<file path="config.mk">
export PLATFORM = sky130hd
export DESIGN_NAME = alu_sequencer
export DESIGN_NICKNAME = d
export VERILOG_FILES = /design/src/rtl/alu_sequencer.sv
export SDC_FILE = /design/constraint.sdc
export NUM_CORES = 1
export LEC_CHECK = 0
export CAP_MARGIN = 15
export CORE_MARGIN = 8
export CORE_UTILIZATION = 45
export CTS_CLUSTER_DIAMETER = 150
export CTS_CLUSTER_SIZE = 10
export DETAILED_ROUTE_END_ITERATION = 6
export PLACE_DENSITY = 0.71
export SKIP_CTS_REPAIR_TIMING = 1
export SLEW_MARGIN = 30
export SYNTH_ARGS = -nofsm -noshare
export SYNTH_HDL_FRONTEND = slang
export SYNTH_SLANG_ARGS = --single-unit
export TNS_END_PERCENT = 1
</file>
<file path="constraint.sdc">
create_clock -name clk -period 3.3 [get_ports clk]
set_input_delay 0.99 -clock clk [delete_from_list [all_inputs] [get_ports clk]]
set_output_delay 0.99 -clock clk [all_outputs]
set_load 0.02 [all_outputs]
</file>
<file path="src/rtl/alu_sequencer.sv">
// alu_sequencer: multi-cycle controller that owns a small register file and
// drives an external ADD/SUB/AND/OR ALU to retire one command at a time.
//   clk, reset        rising-edge clock, asynchronous active-high reset
//   cmd_valid/ready   command handshake (ready only while idle)
//   cmd_op/rd/ra/rb   opcode and register addresses; cmd_imm is the LDI value
//   alu_a/b/ctrl      operands and ALUControl toward the ALU
//   alu_result/z/n/c/v  ALU result and flags back from the ALU
//   done              one-cycle pulse when a command retires
//   flags             latched {Z,N,C,V}
//   dbg_addr/dbg_data combinational register-file read port
module alu_sequencer #(
   parameter  int unsigned WIDTH  = 8,
   parameter  int unsigned NREG   = 4,
   localparam int unsigned ADDR_W = $clog2(NREG)
) (
   input  logic              clk,
   input  logic              reset,
   input  logic              cmd_valid,
   output logic              cmd_ready,
   input  logic [2:0]        cmd_op,
   input  logic [ADDR_W-1:0] cmd_rd,
   input  logic [ADDR_W-1:0] cmd_ra,
   input  logic [ADDR_W-1:0] cmd_rb,
   input  logic [WIDTH-1:0]  cmd_imm,
   output logic [WIDTH-1:0]  alu_a,
   output logic [WIDTH-1:0]  alu_b,
   output logic [1:0]        alu_ctrl,
   input  logic [WIDTH-1:0]  alu_result,
   input  logic              alu_z,
   input  logic              alu_n,
   input  logic              alu_c,
   input  logic              alu_v,
   output logic              done,
   output logic [3:0]        flags,
   input  logic [ADDR_W-1:0] dbg_addr,
   output logic [WIDTH-1:0]  dbg_data
);

   localparam int unsigned CNT_W = $clog2(WIDTH);
   localparam logic [2:0]  OP_LDI = 3'b100;
   localparam logic [2:0]  OP_MUL = 3'b101;

   typedef enum logic [2:0] {S_IDLE, S_READ, S_EXEC, S_MUL, S_WB} state_t;

   state_t             state_q, state_d;
   logic [2:0]         op_q, op_d;
   logic [ADDR_W-1:0]  rd_q, rd_d, ra_q, ra_d, rb_q, rb_d;
   logic [WIDTH-1:0]   imm_q, imm_d;
   logic [WIDTH-1:0]   opa_q, opa_d, opb_q, opb_d;
   logic [WIDTH-1:0]   acc_q, acc_d, res_q, res_d;
   logic [CNT_W-1:0]   cnt_q, cnt_d;
   logic [3:0]         flags_q, flags_d;
   logic               nop_done_q, nop_done_d;
   logic [WIDTH-1:0]   rf_q [NREG];
   logic [WIDTH-1:0]   rf_d [NREG];
   logic               accept_c;
   logic               mul_last_c;

   assign accept_c   = cmd_valid && (state_q == S_IDLE);
   assign mul_last_c = (cnt_q == CNT_W'(WIDTH - 1));
   assign flags      = flags_q;
   assign dbg_data   = rf_q[dbg_addr];

   // State register
   always_ff @(posedge clk or posedge reset) begin
      if (reset) state_q <= S_IDLE;
      else       state_q <= state_d;
   end

   // Next-state logic
   always_comb begin
      state_d = state_q;
      case (state_q)
         S_IDLE: if (accept_c) begin
            if (cmd_op == OP_LDI)          state_d = S_WB;
            else if (cmd_op[2:1] == 2'b11) state_d = S_IDLE;
            else                           state_d = S_READ;
         end
         S_READ:  state_d = (op_q == OP_MUL) ? S_MUL : S_EXEC;
         S_EXEC:  state_d = S_WB;
         S_MUL:   if (mul_last_c) state_d = S_WB;
         S_WB:    state_d = S_IDLE;
         default: state_d = S_IDLE;
      endcase
   end

   // Moore outputs; a NOP retires from IDLE through a one-cycle flag
   always_comb begin
      cmd_ready = 1'b0;
      alu_a     = '0;
      alu_b     = '0;
      alu_ctrl  = 2'b00;
      done      = nop_done_q;
      case (state_q)
         S_IDLE: cmd_ready = 1'b1;
         S_EXEC: begin
            alu_a    = opa_q;
            alu_b    = opb_q;
            alu_ctrl = op_q[1:0];
         end
         S_MUL: begin
            alu_a = acc_q;
            alu_b = opb_q[0] ? opa_q : '0;
         end
         S_WB:    done = 1'b1;
         default: ;
      endcase
   end

   // Datapath next-state: capture, operand read, execute, shift-add, writeback
   always_comb begin
      op_d       = op_q;
      rd_d       = rd_q;
      ra_d       = ra_q;
      rb_d       = rb_q;
      imm_d      = imm_q;
      opa_d      = opa_q;
      opb_d      = opb_q;
      acc_d      = acc_q;
      cnt_d      = cnt_q;
      res_d      = res_q;
      flags_d    = flags_q;
      nop_done_d = 1'b0;
      rf_d       = rf_q;
      case (state_q)
         S_IDLE: if (accept_c) begin
            op_d       = cmd_op;
            rd_d       = cmd_rd;
            ra_d       = cmd_ra;
            rb_d       = cmd_rb;
            imm_d      = cmd_imm;
            nop_done_d = (cmd_op[2:1] == 2'b11);
         end
         S_READ: begin
            opa_d = rf_q[ra_q];
            opb_d = rf_q[rb_q];
            acc_d = '0;
            cnt_d = '0;
         end
         S_EXEC: begin
            res_d   = alu_result;
            flags_d = {alu_z, alu_n, alu_c, alu_v};
         end
         S_MUL: begin
            acc_d = alu_result;
            opa_d = opa_q << 1;
            opb_d = opb_q >> 1;
            cnt_d = cnt_q + 1'b1;
            // Final partial sum is the product; carry/overflow are meaningless here
            if (mul_last_c) begin
               res_d   = alu_result;
               flags_d = {alu_result == '0, alu_result[WIDTH-1], 2'b00};
            end
         end
         S_WB: rf_d[rd_q] = (op_q == OP_LDI) ? imm_q : res_q;
         default: ;
      endcase
   end

   // Datapath registers
   always_ff @(posedge clk or posedge reset) begin
      if (reset) begin
         op_q       <= '0;
         rd_q       <= '0;
         ra_q       <= '0;
         rb_q       <= '0;
         imm_q      <= '0;
         opa_q      <= '0;
         opb_q      <= '0;
         acc_q      <= '0;
         cnt_q      <= '0;
         res_q      <= '0;
         flags_q    <= '0;
         nop_done_q <= 1'b0;
         for (int i = 0; i < int'(NREG); i++) rf_q[i] <= '0;
      end else begin
         op_q       <= op_d;
         rd_q       <= rd_d;
         ra_q       <= ra_d;
         rb_q       <= rb_d;
         imm_q      <= imm_d;
         opa_q      <= opa_d;
         opb_q      <= opb_d;
         acc_q      <= acc_d;
         cnt_q      <= cnt_d;
         res_q      <= res_d;
         flags_q    <= flags_d;
         nop_done_q <= nop_done_d;
         rf_q       <= rf_d;
      end
   end

endmodule
</file>
[After elaboration in Yosys (flattened, before gate mapping)]
Cells that the tools add are included.
Cells by class
  add/sub/neg operators: 1
  magnitude comparators: 5
  equality and inequality tests: 11
  multiplexer cells: 35
  bitwise gates (word level): 4
  reductions and logical operators: 9
Operators by type and width (count)
  8-bit one-hot mux with 2 select lines: 6
  8-bit two-way mux: 10
  8-bit binary-select mux with 2-bit select: 3
  32-bit bitwise mux: 1
  8-bit demux with 2-bit select: 1
  3-bit == test, second input constant: 5
  3-bit >= comparator, second input constant: 4
  2-bit inverter with 3-bit output: 4
  3-bit one-hot mux with 4 select lines: 1
  3-bit two-way mux: 3
  8-bit zero test: 1
  4-bit one-hot mux with 2 select lines: 1
  3-bit by 2-bit == test with 1-bit output, second input constant: 2
  1-bit two-way mux: 6
  3-bit one-hot mux with 2 select lines: 1
  2-bit AND reduction: 3
  4-bit two-way mux: 1
  2-bit != test, second input constant: 2
  2-bit nonzero test: 2
  3-bit by 1-bit adder with 3-bit output, second input constant: 1
  3-bit by 1-bit == test with 1-bit output, second input constant: 1
  3-bit zero test: 1
  3-bit by 1-bit less-than comparator with 1-bit output, second input constant: 1
  2-bit == test, second input constant: 1
  2 further kinds: 3
Storage, ports and cells
  bits in registers: 92
  input bits: 34
  output and inout port bits: 32

[Logic depth before layout (Yosys ltp)]
Gate-level depths: netlist (run 1).
  depth in word-level cells: 6
  gate-level depth with buffers: 7
  depth with buffers taken out: 6

[Worst setup path before layout (run 1)]
No wires, ideal clock.
  path type: input -> output
  from: input port dbg_addr[0]
  to: output port dbg_data[0]
  arrival: 1.818 ns
  slack: 0.492 ns
  cell stages on the path: 2
  cells stage by stage: buf_2 mux4_2
Between the ends
  cells in the longest elaborated chain, start to end: 4
Ends and longest elaborated chain
  start: declaration: line 35  | input logic [ADDR_W-1:0] dbg_addr,
  2-bit inverter with 3-bit output (not written as such): line 62  | assign dbg_data = rf_q[dbg_addr];
  8-bit binary-select mux with 2-bit select: line 62
  8-bit two-way mux (not written as such) (2 in series): line 62
  end: declaration: line 36  | output logic [WIDTH-1:0] dbg_data
Every way passes these cells. The select of a mux whose other input is x is not followed.

[Worst setup path after layout (run 1)]
  from: register state_q[0]
  to: output port alu_a[5]
Between the ends
  cells in the longest elaborated chain, start to end: 2
  elaborated cells on any way between the ends: 3
  classes of those cells: eq/ne: 2; mux: 1
Ends and longest elaborated chain
  start: declaration: line 45  | state_t state_q, state_d;
  start signal: assignment: line 67  | else state_q <= state_d;
  3-bit by 2-bit == test with 1-bit output: line 94  | case (state_q)
  8-bit one-hot mux with 2 select lines (*): line 94
  end: declaration: line 25  | output logic [WIDTH-1:0] alu_a,
Mark *: on every way between the ends. The rest lies on a longest branch, timed or not.

==> impl_metrics.json, run 1 <==
{
  "synthTopCellsByArea": "dfrtp_1, mux4_2, a22o_1",
  "cts_max_level": 3,
  "tightest_slew_ns": 0.734,
  "avgSynthCellArea_sq_um": 12.1,
  "ys_types": 38,
  "synth-simple-area-share": 0.133,
  "wl_per_cell_um": 19.3,
  "yosysTopAreaCell": "dfrtp_1",
  "initial_core_util": 0.465,
  "synth_mux_area_frac": 0.207,
  "postRouteAntennaNets": 0,
  "clk_pin_slew_ns": 0.11,
  "drtPass1Iterations": 4,
  "leakagePower_nw": 2.38,
  "layout.nets": 476,
  "grt_start_max_net_pins": 36,
  "arrival_ns": 2.17,
  "synth_compound_area_frac": 0.104,
  "setup_violations": 0,
  "r2r-end": "rf_q[6]",
  "crit_start": "state_q[0]",
  "report.final.slew_viol_count": 0,
  "grt_antenna_before_repair": 0,
  "final_area_sq_um": 5480,
  "gr-total-overflow": 0,
  "reg2regPathDepth": 5,
  "clock_sinks": 92,
  "final_core_util": 0.558,
  "required_ns": 2.31,
  "hold_viol_final": 0,
  "synth_nets": 415,
  "dieArea_sq_um": 13600,
  "fmax_ghz": 0.316,
  "core_sq_um": 9820,
  "ys_seq_elements": 92,
  "synth_top_cell_area_share": 0.504,
  "maxCapViolCount": 0,
  "die_x_um": 117,
  "gp_congestion": 0.828,
  "synth_fa_ha_area_frac": 0.00548,
  "wirelength_mm": 11.1,
  "dpl_cell_area_sq_um": 5310,
  "clockBufferDepth": 2,
  "finalNonFillerCells": 578,
  "cts_tree": "built",
  "yosysSeqAreaShare": 0.504,
  "viasPerCell": 5.70,
  "rsz0062_at_grt": "false",
  "port_buffers": 65,
  "setup.worst_path.class": "reg -> out",
  "syn_to_final_growth_pct": 20.0,
  "io_pins": 66,
  "final.setup.tns_ns": 0,
  "drc_errors": 0,
  "grt_usage": 0.172,
  "rows": 36,
  "fin_worst_skew_ns": 0.0127,
  "reg2reg_slack_ns": 1.18,
  "status": "finished, final reports clean",
  "postSynthCellCount": 379,
  "reg2reg_from": "state_q[1]",
  "dp.final_hpwl_mm": 8.25,
  "drtIter0Drc": 148,
  "hold-worst-slack_ns": 0.490,
  "clock_latency_ns": 0.37,
  "clockRootBuffer": "clkbuf_8",
  "crit_path_start_kind": "flop",
  "cp_max_fo": 20,
  "yosysWarnings": 0,
  "synth_xor_area_frac": 0,
  "grt_pass1_vias": 3365,
  "fin_crit_sh": 0.958,
  "synth_top_family_by_area": "multiplexers",
  "grt_pass1_wl_mm": 18.1,
  "nFillCells": 870,
  "n_antenna_cell": 0,
  "slew_headroom": 0.509,
  "place_inst": 562,
  "netlist_area_sq_um": 4570,
  "drive_above_1_share": 0.216,
  "end_kind": "primary output",
  "period_minus_slack_ns": 3.16,
  "power.density_nw_per_um2": 926,
  "worstHoldPathType": "reg -> reg",
  "vdd_drop_max_v": 0.000450,
  "vias": 3292,
  "die_h_um": 117,
  "numCtsBuffers": 9,
  "crit_path_end": "alu_a[5]"
}
registers in the layout, indices dropped and copies added, names as in the netlist:
signal and count:
rb_q 2, rf_q 32, acc_q 8, res_q 8
cnt_q 3, state_q 3, opa_q 8, nop_done_q 1
ra_q 2, rd_q 2, flags 4, imm_q 8
opb_q 8, op_q 3
cell families after synthesis:
| family | after synthesis |
|---|---|
| and+or+nand+nor | 124 |
| DFF | 92 |
| AOI/OAI and AO/OA | 72 |
| muxes | 58 |
| buffers and inverters | 31 |
| adders and majority gates | 2 |
synthesized netlist by cell type, drive strengths merged:
| master | n |
|---|---|
| mux2 | 25 |
| nor4bb | 1 |
| o21ai | 37 |
| nand3b | 1 |
| ha | 2 |
| inv | 3 |
| and2 | 3 |
| and3b | 1 |
| a31oi | 1 |
| a21o | 1 |
| nand2b | 2 |
| nor3 | 6 |
| nand3 | 30 |
| buf | 22 |
| nand4 | 1 |
| and3 | 2 |
| mux4 | 24 |
| o22ai | 1 |
| a22o | 29 |
| nand2 | 66 |
| nor4 | 2 |
| dfrtp | 92 |
| a21oi | 2 |
| a22oi | 1 |
| nor2 | 5 |
| mux2i | 9 |
| nor2b | 3 |
| clkbuf | 6 |
| nor3b | 1 |
cell usage in the layout (no fill, tap or decap), drive strengths merged, types with 3 or more instances in the layout:
cell type / netlist / routed
a22o: 29 / 29
and2: 3 / 3
buf: 22 / 17
clkbuf: 6 / 13
clkdlybuf4s50: 0 / 56
dfrtp: 92 / 92
inv: 3 / 7
mux2: 25 / 25
mux2i: 9 / 9
mux4: 24 / 24
nand2: 66 / 66
nand3: 30 / 30
nor2: 5 / 5
nor2b: 3 / 3
nor3: 6 / 6
o21ai: 37 / 37
power by group:
part | internal [mW] | total [mW] | switching (mW)
sequential | 1.63 | 2.20 | 0.572
clock | 0.294 | 0.739 | 0.445
combinational | 1.13 | 2.13 | 1.00
total | 3.06 | 5.08 | 2.02
how the worst min path moves through the flow:
stage,slack [ns],from,cells after the start,endpoint
2_1_floorplan,0.46,opb_q[0],2,opb_q[0]
3_3_place_gp,0.47,flags[3],2,flags[3]
3_5_place_dp,0.47,flags[2],2,flags[2]
4_1_cts,0.50,flags[2],2,flags[2]
5_1_grt,0.54,acc_q[5],1,acc_q[5]
6_report,0.49,flags[2],2,flags[2]
final cells by class:
class	count	area, sq um	share of cell area
multi-input combinational	256	2060	0.376
sequential	92	2300	0.421
clock buffer	9	124	0.0226
inverter	3	15.0	0.00274
tap	133	166	0.0304
clock inverter	7	65.1	0.0119
timing repair buffer	78	746	0.136
per-layer routing:
layer  track usage  up-vias  part of all wire
met5             0        -                 0
met4        0.0597        0             0.018
met3        0.0315       16             0.059
met2         0.276       96              0.48
met1         0.230     1668              0.44
li1              -     1512                 -
through the flow:
step | power, mW | worst slack (ns)
finish | 5.08 | 0.138
global route | 5.40 | 0.0412
CTS | 5.14 | -0.468
detailed placement | 4.39 | -0.452
global placement | 4.31 | -0.434
floorplan | 3.70 | 0.492
worst max-delay path, stage by stage (launching register included):
cell	delay (ns)
dfrtp_2	0.54
and3b_1	0.21
buf_4	0.24
a22o_1	0.21
clkdlybuf4s50_1	0.61
Power figures use the tool's default switching activity.
==> run 2, diff against run 1 <==
Settings changed: RECOVER_POWER set to 50.
==> impl_metrics.json, run 2 (synthesis results as in run 1) <==
{
  "clockBufferDepth": 2,
  "setup.worst_path.class": "reg -> out",
  "io_pins": 66,
  "die_x_um": 117,
  "wirelength_mm": 11.2,
  "required_ns": 2.31,
  "n_antenna_cell": 0,
  "status": "finished, violations left",
  "cts_max_level": 3,
  "maxCapViolCount": 1,
  "drtIter0Drc": 142,
  "hold_viol_final": 0,
  "tightest_slew_ns": 1.52,
  "crit_buf_inv": 2,
  "power.density_nw_per_um2": 931,
  "rsz0062_at_grt": "false",
  "postRouteAntennaNets": 0,
  "dpl_cell_area_sq_um": 5310,
  "largest_reg_flops": 32,
  "dp.final_hpwl_mm": 8.25,
  "clock_latency_ns": 0.36,
  "largest-register": "rf_q",
  "cts_tree": "built",
  "report.final.slew_viol_count": 19,
  "grt_usage": 0.172,
  "grt_start_max_net_pins": 36,
  "period_minus_slack_ns": 3.14,
  "viasPerCell": 5.76,
  "clk_pin_slew_ns": 0.11,
  "cp_max_fo": 20,
  "dieArea_sq_um": 13600,
  "grt_antenna_before_repair": 0,
  "slew_headroom": -0.0143,
  "core_sq_um": 9820,
  "critical_path.max_stage_delay_ns": 0.61,
  "gp_congestion": 0.828,
  "final_area_sq_um": 5420,
  "hold_path_end": "flags[2]",
  "drtPass1Iterations": 4,
  "worst_path_max_delay_cell": "clkdlybuf4s50_1",
  "grt_pass1_wl_mm": 18.1,
  "drive_above_1_share": 0.204,
  "vias": 3329,
  "fmax_ghz": 0.318,
  "path_cells": "and3b_1 > buf_4 > a22o_1 > clkdlybuf4s50_1",
  "worstHoldPathType": "reg -> reg",
  "r2r-end": "ra_q[1]",
  "fin_worst_skew_ns": 0.0106,
  "gr-total-overflow": 0,
  "drc_errors": 0,
  "power.total_mw": 5.05,
  "end_kind": "primary output",
  "numCtsBuffers": 9,
  "fin_crit_sh": 0.953,
  "reg2regPathDepth": 4,
  "violations": "max-capacitance violations, max-slew violations",
  "holdPathStages": 2,
  "rows": 36,
  "die_h_um": 117,
  "layout.nets": 476,
  "arrival_ns": 2.15,
  "crit_path_start_kind": "flop",
  "wl_per_cell_um": 19.3,
  "syn_to_final_growth_pct": 18.6,
  "hold_start": "flags[2]",
  "hold-worst-slack_ns": 0.490,
  "reg2reg_slack_ns": 0.69,
  "initial_core_util": 0.465,
  "clockRootBuffer": "clkbuf_8",
  "port_buffers": 65,
  "reg2reg_from": "state_q[2]",
  "leakagePower_nw": 2.35,
  "vdd_drop_max_v": 0.000449,
  "final_cell_mix": "dfrtp_1, nand2_1, clkdlybuf4s50_1",
  "setup_violations": 0,
  "clock_sinks": 92,
  "layout_commonest_cell": "dfrtp_1",
  "grt_pass1_vias": 3365,
  "path_delay_family": "buffers and inverters"
}
==> run 2: per-stage QoR <==
stage	setup slack, ns	utilization	TNS (ns)	std cells
3_3_place_gp	-0.434	0.541	-3.22	562
6_report	0.157	0.552	0	578
3_5_place_dp	-0.452	0.541	-3.31	562
4_1_cts	-0.468	0.560	-3.90	578
5_1_grt	0.0715	0.552	0	578
2_1_floorplan	0.492	-	0	379
==> run 2: how the worst max path moves through the flow <==
stage | from | endpoint | slack, ns | cells after the start
floorplan | dbg_addr[0] | dbg_data[0] | 0.49 | 2
global placement | dbg_addr[0] | dbg_data[6] | -0.43 | 4
detailed placement | dbg_addr[0] | dbg_data[3] | -0.45 | 4
CTS | dbg_addr[0] | dbg_data[3] | -0.47 | 4
global route | state_q[1] | alu_b[6] | 0.07 | 5
finish | state_q[0] | alu_a[5] | 0.16 | 4
==> run 2: area by class of cell <==
type / count / area [sq um]
Sequential cell: 92 / 2300
Inverter: 3 / 12.5
Fill cell: 878 / 4400
Multi-Input combinational cell: 256 / 2030
Clock buffer: 9 / 124
Timing Repair Buffer: 78 / 712
Clock inverter: 7 / 65.1
Tap cell: 133 / 166
==> run 2: worst reg2reg max path, stage by stage, from the launching register on <==
cell and delay [ns]:
dfrtp_1 0.46, buf_4 0.21, nor3_4 0.21, and2_0 1.17, mux2_2 0.45
==> run 2: layer usage <==
| metal | GRT usage | part of all wire |
|---|---|---|
| met2 | 0.276 | 0.48 |
| met5 | 0 | 0 |
| met3 | 0.0315 | 0.065 |
| met4 | 0.0597 | 0.020 |
| met1 | 0.230 | 0.43 |
==> run 2: where the power goes <==
group          leakage (nW)  total (mW)  internal [mW]  switching [mW]
sequential             1.16        2.20           1.63           0.566
combinational          1.10        2.11           1.11           0.997
clock                0.0947       0.739          0.294           0.445
total                  2.35        5.05           3.04            2.01
